### src/rtl/systolic_pkg.sv
// Shared definitions for the systolic array sequencer: FSM state codes,
// width helpers and the diagonal lane-skew rule.
package systolic_pkg;

    localparam int N_DEF     = 4;
    localparam int K_MAX_DEF = 256;

    // FSM state codes
    localparam logic [2:0] ST_IDLE  = 3'd0;
    localparam logic [2:0] ST_CLEAR = 3'd1;
    localparam logic [2:0] ST_FEED  = 3'd2;
    localparam logic [2:0] ST_DRAIN = 3'd3;
    localparam logic [2:0] ST_READ  = 3'd4;

    // Width of k_len: must hold values 0..k_max
    function automatic int calc_kw(input int k_max);
        return $clog2(k_max + 1);
    endfunction

    // Width of the wavefront counter: must hold up to k_max+n-2
    function automatic int calc_tw(input int k_max, input int n);
        return $clog2(k_max + 2 * n);
    endfunction

    // Lane `lane` is fed during wavefront t when it has started (t >= lane)
    // and still has operands left (t - lane < k).
    function automatic logic lane_active(input int t, input int lane, input int k);
        return (t >= lane) && (t < lane + k);
    endfunction

endpackage

### src/rtl/systolic_ctrl_skew_gen.sv
// Registered per-lane operand-feed enables with diagonal skew, derived from
// the wavefront counter and the reduction length. Shape-agnostic so other
// mac array sizes can reuse it.
module skew_gen
    import systolic_pkg::*;
#(
    parameter int N  = N_DEF,
    parameter int KW = calc_kw(K_MAX_DEF),
    parameter int TW = calc_tw(K_MAX_DEF, N_DEF)
) (
    input  logic          clk,
    input  logic          rstn,
    input  logic          en,
    input  logic [TW-1:0] t,
    input  logic [KW-1:0] k,
    output logic [N-1:0]  lane_en
);

    logic [N-1:0] lane_s;

    // Decode which lanes are active for the upcoming wavefront
    always_comb begin
        lane_s = '0;
        for (int i = 0; i < N; i++) begin
            if (en) begin
                lane_s[i] = lane_active(int'(t), i, int'(k));
            end else begin
                lane_s[i] = 1'b0;
            end
        end
    end

    // Register the enables so they align with the registered k_idx
    always_ff @(posedge clk or negedge rstn) begin
        if (!rstn) begin
            lane_en <= '0;
        end else begin
            lane_en <= lane_s;
        end
    end

endmodule

### src/rtl/systolic_ctrl.sv
// Sequencer for an N x N output-stationary systolic array: clears the
// accumulators, feeds skewed operand wavefronts, drains the pipeline and
// hands out the N result rows over a valid/ready port.
module systolic_ctrl
    import systolic_pkg::*;
#(
    parameter int N     = N_DEF,
    parameter int K_MAX = K_MAX_DEF,
    parameter int KW    = calc_kw(K_MAX),
    parameter int TW    = calc_tw(K_MAX, N)
) (
    input  logic                 clk,
    input  logic                 rstn,
    input  logic                 start,
    input  logic [KW-1:0]        k_len,
    input  logic                 abort,
    output logic                 busy,
    output logic                 done,
    output logic                 cfg_err,
    output logic                 acc_clr,
    output logic                 acc_en,
    output logic [N-1:0]         lane_en,
    output logic [TW-1:0]        k_idx,
    output logic                 res_valid,
    input  logic                 res_ready,
    output logic [$clog2(N)-1:0] res_row
);

    localparam int RW = $clog2(N);

    localparam logic [KW-1:0] K_MAX_W    = KW'(K_MAX);
    localparam logic [TW-1:0] N_M2_T     = TW'(N - 2);
    localparam logic [RW-1:0] DRAIN_LAST = RW'(N - 2);
    localparam logic [RW-1:0] ROW_LAST   = RW'(N - 1);

    logic [2:0]    state_r, state_nx_s;
    logic [KW-1:0] k_r, k_nx_s;
    logic [TW-1:0] t_r, t_nx_s;
    logic [RW-1:0] drain_r, drain_nx_s;
    logic [RW-1:0] row_r, row_nx_s;
    logic          done_nx_s;
    logic          cfg_err_nx_s;
    logic [TW-1:0] t_last_s;
    logic          feed_nx_s;
    logic          drain_ph_nx_s;
    logic          read_nx_s;

    // Last wavefront index of the feed phase: K+N-2
    assign t_last_s = TW'(k_r) + N_M2_T;

    // Next-state and next-counter logic; abort overrides everything
    always_comb begin
        state_nx_s   = state_r;
        k_nx_s       = k_r;
        t_nx_s       = t_r;
        drain_nx_s   = drain_r;
        row_nx_s     = row_r;
        done_nx_s    = 1'b0;
        cfg_err_nx_s = 1'b0;

        case (state_r)
            ST_IDLE: begin
                if (start) begin
                    if ((k_len == '0) || (k_len > K_MAX_W)) begin
                        cfg_err_nx_s = 1'b1;
                    end else begin
                        k_nx_s     = k_len;
                        state_nx_s = ST_CLEAR;
                    end
                end else begin
                    state_nx_s = ST_IDLE;
                end
            end
            ST_CLEAR: begin
                t_nx_s     = '0;
                state_nx_s = ST_FEED;
            end
            ST_FEED: begin
                if (t_r == t_last_s) begin
                    drain_nx_s = '0;
                    state_nx_s = ST_DRAIN;
                end else begin
                    t_nx_s = t_r + TW'(1);
                end
            end
            ST_DRAIN: begin
                if (drain_r == DRAIN_LAST) begin
                    row_nx_s   = '0;
                    state_nx_s = ST_READ;
                end else begin
                    drain_nx_s = drain_r + RW'(1);
                end
            end
            ST_READ: begin
                if (res_ready) begin
                    if (row_r == ROW_LAST) begin
                        row_nx_s   = '0;
                        done_nx_s  = 1'b1;
                        state_nx_s = ST_IDLE;
                    end else begin
                        row_nx_s = row_r + RW'(1);
                    end
                end else begin
                    row_nx_s = row_r;
                end
            end
            default: begin
                state_nx_s = ST_IDLE;
            end
        endcase

        if (abort && (state_r != ST_IDLE)) begin
            state_nx_s = ST_IDLE;
            t_nx_s     = '0;
            drain_nx_s = '0;
            row_nx_s   = '0;
            done_nx_s  = 1'b0;
        end else begin
            cfg_err_nx_s = cfg_err_nx_s;
        end
    end

    assign feed_nx_s     = (state_nx_s == ST_FEED);
    assign drain_ph_nx_s = (state_nx_s == ST_DRAIN);
    assign read_nx_s     = (state_nx_s == ST_READ);

    // State and counter registers
    always_ff @(posedge clk or negedge rstn) begin
        if (!rstn) begin
            state_r <= ST_IDLE;
            k_r     <= '0;
            t_r     <= '0;
            drain_r <= '0;
            row_r   <= '0;
        end else begin
            state_r <= state_nx_s;
            k_r     <= k_nx_s;
            t_r     <= t_nx_s;
            drain_r <= drain_nx_s;
            row_r   <= row_nx_s;
        end
    end

    // Outputs are decoded from the next state so they change together with it
    always_ff @(posedge clk or negedge rstn) begin
        if (!rstn) begin
            busy      <= 1'b0;
            done      <= 1'b0;
            cfg_err   <= 1'b0;
            acc_clr   <= 1'b0;
            acc_en    <= 1'b0;
            k_idx     <= '0;
            res_valid <= 1'b0;
            res_row   <= '0;
        end else begin
            busy      <= (state_nx_s != ST_IDLE);
            done      <= done_nx_s;
            cfg_err   <= cfg_err_nx_s;
            acc_clr   <= (state_nx_s == ST_CLEAR);
            acc_en    <= feed_nx_s || drain_ph_nx_s;
            k_idx     <= (feed_nx_s || drain_ph_nx_s) ? t_nx_s : '0;
            res_valid <= read_nx_s;
            res_row   <= read_nx_s ? row_nx_s : '0;
        end
    end

    skew_gen #(
        .N  (N),
        .KW (KW),
        .TW (TW)
    ) u_skew_gen (
        .clk     (clk),
        .rstn    (rstn),
        .en      (feed_nx_s),
        .t       (t_nx_s),
        .k       (k_nx_s),
        .lane_en (lane_en)
    );

endmodule

### config.mk
export PLATFORM = sky130hd
export DESIGN_NAME = systolic_ctrl
export DESIGN_NICKNAME = d
export VERILOG_FILES = /design/src/rtl/systolic_pkg.sv /design/src/rtl/systolic_ctrl_skew_gen.sv /design/src/rtl/systolic_ctrl.sv
export SDC_FILE = /design/constraint.sdc
export NUM_CORES = 1
export LEC_CHECK = 0
export CAP_MARGIN = 20
export CORE_MARGIN = 2
export CORE_UTILIZATION = 25
export CTS_CLUSTER_DIAMETER = 60
export DETAILED_ROUTE_END_ITERATION = 10
export PLACE_DENSITY = 0.48
export SLEW_MARGIN = 20
export SYNTH_ARGS = -nofsm -noshare
export SYNTH_HDL_FRONTEND = slang
export SYNTH_SLANG_ARGS = --single-unit
### constraint.sdc
create_clock -name clk -period 10.15 [get_ports clk]
set_input_delay 2.5375 -clock clk [delete_from_list [all_inputs] [get_ports clk]]
set_output_delay 2.5375 -clock clk [all_outputs]
set_load 0.01 [all_outputs]
==> results by group <==
Outcome
  • Status: complete, no violations

Yosys
  • Most used DFF post-synth: dfrtp_1
  • Mapped Cells: 380
  • Post-synth EDFFs: 0
  • Net Count, Synth: 427
  • Mean Syn Cell Area: 9.032 µm²
  • Synthesized area: 3432 µm²
  • Synth Register Bits: 46
  • Register area share after synthesis: 33.54%
  • Library cells used by synthesis: 57
  • Syn. warnings: 0
  • Asr flop ratio synth: 100.0%

Final layout
  • Most frequent cells in the layout: nor2_1, dfrtp_1, ha_1, clkdlybuf4s50_1, xnor2_1
  • Ant diodes: 0
  • Share of cells above drive strength 1: 5.085%
  • Fillers: 1407
  • Final Cell Area: 4096 µm²
  • Area Growth Syn to Fin: 19.36%
  • Most common cell after layout, fill and taps aside: nor2_1
  • Post-layout net count: 459

GRT
  • Largest net degree at the start of global routing: 47
  • Vias in the first global route: 2941
  • GR Overflow Total: 0
  • First-pass GRT wire length: 16.16 mm
  • Total GRT Usage: 14.24%
  • Antenna violations before repair: 0

Route
  • 1st-iter DRT viols: 195
  • Vias: 2893
  • Post-route ant nets: 0
  • Drt via density: 4.912
  • DR WL/cell: 16.72 µm
  • Total Wirelength: 9.851 mm
  • DRC: 0
  • Router iterations before antenna repair: 4

STA
  • Min Hold Slack: 0.5253 ns
  • Post-Route Setup TNS: 0 ns
  • Setup violators final: 0
  • Final Hold Viols: 0
  • Fmax: 137.3 MHz
  • Slew margin rel.: 44.74%
  • Final period utilization: 71.74%
  • Worst-margin pin slew: 0.8280 ns
  • RSZ-0062 raised after global routing: no
  • Final Slew Violations: 0
  • Fin crit period: 7.282 ns
  • Worst Skew: 0.008453 ns

Critical path
  • Family with the most delay on the worst path: simple AND/OR/NAND/NOR gates
  • Max stage delay on crit path: 0.73 ns
  • Worst reg2reg endpoint: u_skew_gen.lane_en[3]$_DFF_PN0_
  • FF-to-FF Start: state_r[2]$_DFF_PN0_
  • Critical Path Start Type: input port
  • Critical Path AT: 7.52 ns
  • Critical-path cell list: clkdlybuf4s50_1 -> nor4_1 -> a21oi_1 -> nor3b_4 -> mux2i_1 -> inv_1 -> ha_1 -> a21oi_1 -> or2_1 -> nor2_1 -> xnor2_1 -> ha_1 -> a21o_1 -> a21oi_1 -> o31ai_1 -> a21oi_1 -> o221a_1
  • CP endpoint kind: register
  • Register-to-Register Setup Slack: 5.31 ns
  • Path length in cells of the critical path: 17
  • Critical path startpoint: k_len[3]
  • Worst Setup EP: u_skew_gen.lane_en[3]$_DFF_PN0_
  • Worst path most repeated cell: a21oi_1
  • Worst Path Required: 10.39 ns
  • Crit Path Class: input port to register
  • CP max-delay cell: nor3b_4
  • CP max FO: 16
  • R2R cell count: 16
  • Buffers & Inverters on Critical Path: 2

Placement
  • Placed Instance Area: 3944 µm²
  • Gpl congestion: 0.8579
  • Count of input and output buffers: 34
  • Detailed Place HPWL: 7.725 mm

Floorplanning
  • I/O pins: 35
  • Die ar.: 14680 µm²
  • Die X-Extent: 121.2 µm
  • Core Area: 13350 µm²
  • Site Rows: 42
  • Initial Util: 25.71%
  • Die outline height: 121.2 µm

CTS
  • Post-CTS Setup Inserts: 0
  • CTS tree: done
  • Clock Path Buffers: 2
  • Hold Buf Count CTS: 0
  • Clk Tree Root Cell: clkbuf_16
  • Clk sinks: 46
  • Inserted Clock Buffers: 5
  • Number of gates resized after cts: 0
  • Worst-path clk slew: 0.07 ns
  • Clock latency at the later pin of the worst-skew pair: 0.30 ns
  • Htree depth: 2

Min path
  • Startpoint of the worst hold path: drain_r[1]$_DFFE_PN0P_
  • Worst min path class: register to register

Job
  • Max-cap violations: 0

Pwr
  • Leakage: 1.840 nW
  • Pwr dens: 176.3 nW/µm²
  • Maximum vdd drop: 0.07208 mV
flip-flops by register name (all words and copies together), names as in the netlist:
name and flops:
k_idx 9, k_r 9, t_r 9, u_skew_gen.lane_en 4
state_r 3, drain_r 2, res_row 2, row_r 2
acc_clr 1, acc_en 1, busy 1, cfg_err 1
done 1, res_valid 1
where the power goes:
group / total (W) / leakage (nW) / switching [W] / internal, W
sequential: 0.000235 / 0.616 / 0.0000300 / 0.000205
clock: 0.000171 / 0.0704 / 0.0000782 / 0.0000928
combinational: 0.000316 / 1.15 / 0.000189 / 0.000128
total: 0.000722 / 1.84 / 0.000297 / 0.000425
cell families (layout without fill, tap and decap cells):
| logic type | Yosys count | count (layout) | share of synthesized area, % |
|---|---|---|---|
| XOR/XNOR | 34 | 34 | 8.677 |
| adder cells (fa/ha/maj) | 33 | 33 | 12.03 |
| multiplexers | 13 | 13 | 3.937 |
| buffers and inverters | 36 | 69 | 4.229 |
| flip-flops | 46 | 46 | 33.54 |
| AND/OR/NAND/NOR | 144 | 144 | 22.09 |
| AO/OA/AOI/OAI | 74 | 74 | 15.49 |
routing by layer:
layer  vias to the layer above  wire length, µm  GRT usage (%)
li1                       1434                -              -
met1                      1415             4688          18.76
met2                        34             4849          24.79
met3                        10              214          2.021
met4                         0               97          3.017
met5                         -                0              0
layout make-up:
type	count	area, µm²	area share (%)
Multi-Input combinational cell	298	2136	52.14
Sequential cell	46	1151	28.10
Timing Repair Buffer	34	337.8	8.247
Tap cell	176	220.2	5.376
Clock buffer	5	125.1	3.054
Inverter	27	101.3	2.474
Clock inverter	3	25.02	0.6109
Yosys cell counts, types with 2 or more instances:
| cell type | count | share of area [%] |
|---|---|---|
| buf_4 | 2 | 0.44 |
| and2_1 | 5 | 0.91 |
| inv_2 | 2 | 0.22 |
| o31a_1 | 3 | 0.77 |
| nor4_1 | 3 | 0.55 |
| xor2_1 | 3 | 0.77 |
| nor4b_1 | 5 | 1.3 |
| dfrtp_1 | 46 | 34 |
| clkbuf_1 | 4 | 0.44 |
| nand2_1 | 18 | 2.0 |
| a31oi_1 | 9 | 1.6 |
| a211oi_4 | 2 | 1.2 |
| nand4_1 | 5 | 0.91 |
| or3_1 | 3 | 0.55 |
| mux2i_1 | 9 | 2.6 |
| buf_2 | 2 | 0.29 |
| nor2_1 | 47 | 5.1 |
| o31ai_1 | 3 | 0.66 |
| ha_1 | 33 | 12 |
| nand3b_1 | 5 | 1.1 |
| mux2_2 | 4 | 1.3 |
| and3_1 | 4 | 0.73 |
| xnor2_1 | 31 | 7.9 |
| nor3_1 | 15 | 2.2 |
| a221oi_1 | 2 | 0.51 |
| o21ai_0 | 8 | 1.2 |
| clkinv_1 | 2 | 0.22 |
| o21a_1 | 2 | 0.44 |
| a211o_1 | 2 | 0.51 |
| nand3_1 | 18 | 2.6 |
| a211oi_1 | 3 | 0.66 |
| o21bai_1 | 2 | 0.44 |
| nand2b_1 | 6 | 1.1 |
| a21oi_1 | 17 | 2.5 |
| a21o_1 | 11 | 2.4 |
| inv_1 | 23 | 2.5 |
through the flow:
stage          total power [W]  worst slack [ns]  util, %  cells
2_1_floorplan        0.0004573             4.032        -    380
3_3_place_gp         0.0005501             2.634    29.55    581
3_5_place_dp         0.0005546             2.551    29.55    581
4_1_cts              0.0007298             2.853    30.67    589
5_1_grt              0.0007798             2.369    30.69    589
6_report             0.0007221             2.868    30.69    589
worst min-delay path by stage:
stage | to | slack, ns | cells past startpoint
2_1_floorplan | drain_r[1]$_DFFE_PN0P_ | 0.48 | 2
3_3_place_gp | drain_r[1]$_DFFE_PN0P_ | 0.51 | 2
3_5_place_dp | drain_r[1]$_DFFE_PN0P_ | 0.52 | 2
4_1_cts | drain_r[1]$_DFFE_PN0P_ | 0.53 | 2
5_1_grt | drain_r[1]$_DFFE_PN0P_ | 0.58 | 2
6_report | drain_r[1]$_DFFE_PN0P_ | 0.53 | 2
tightest hold or removal path, delay by kind of cell, from the launching register on:
| family | cells | cell delay, ns |
|---|---|---|
| DFF | 1 | 0.35 |
| AOI/OAI and AO/OA | 1 | 0.06 |
| and+or+nand+nor | 1 | 0.07 |
Power figures use the tool's default switching activity.
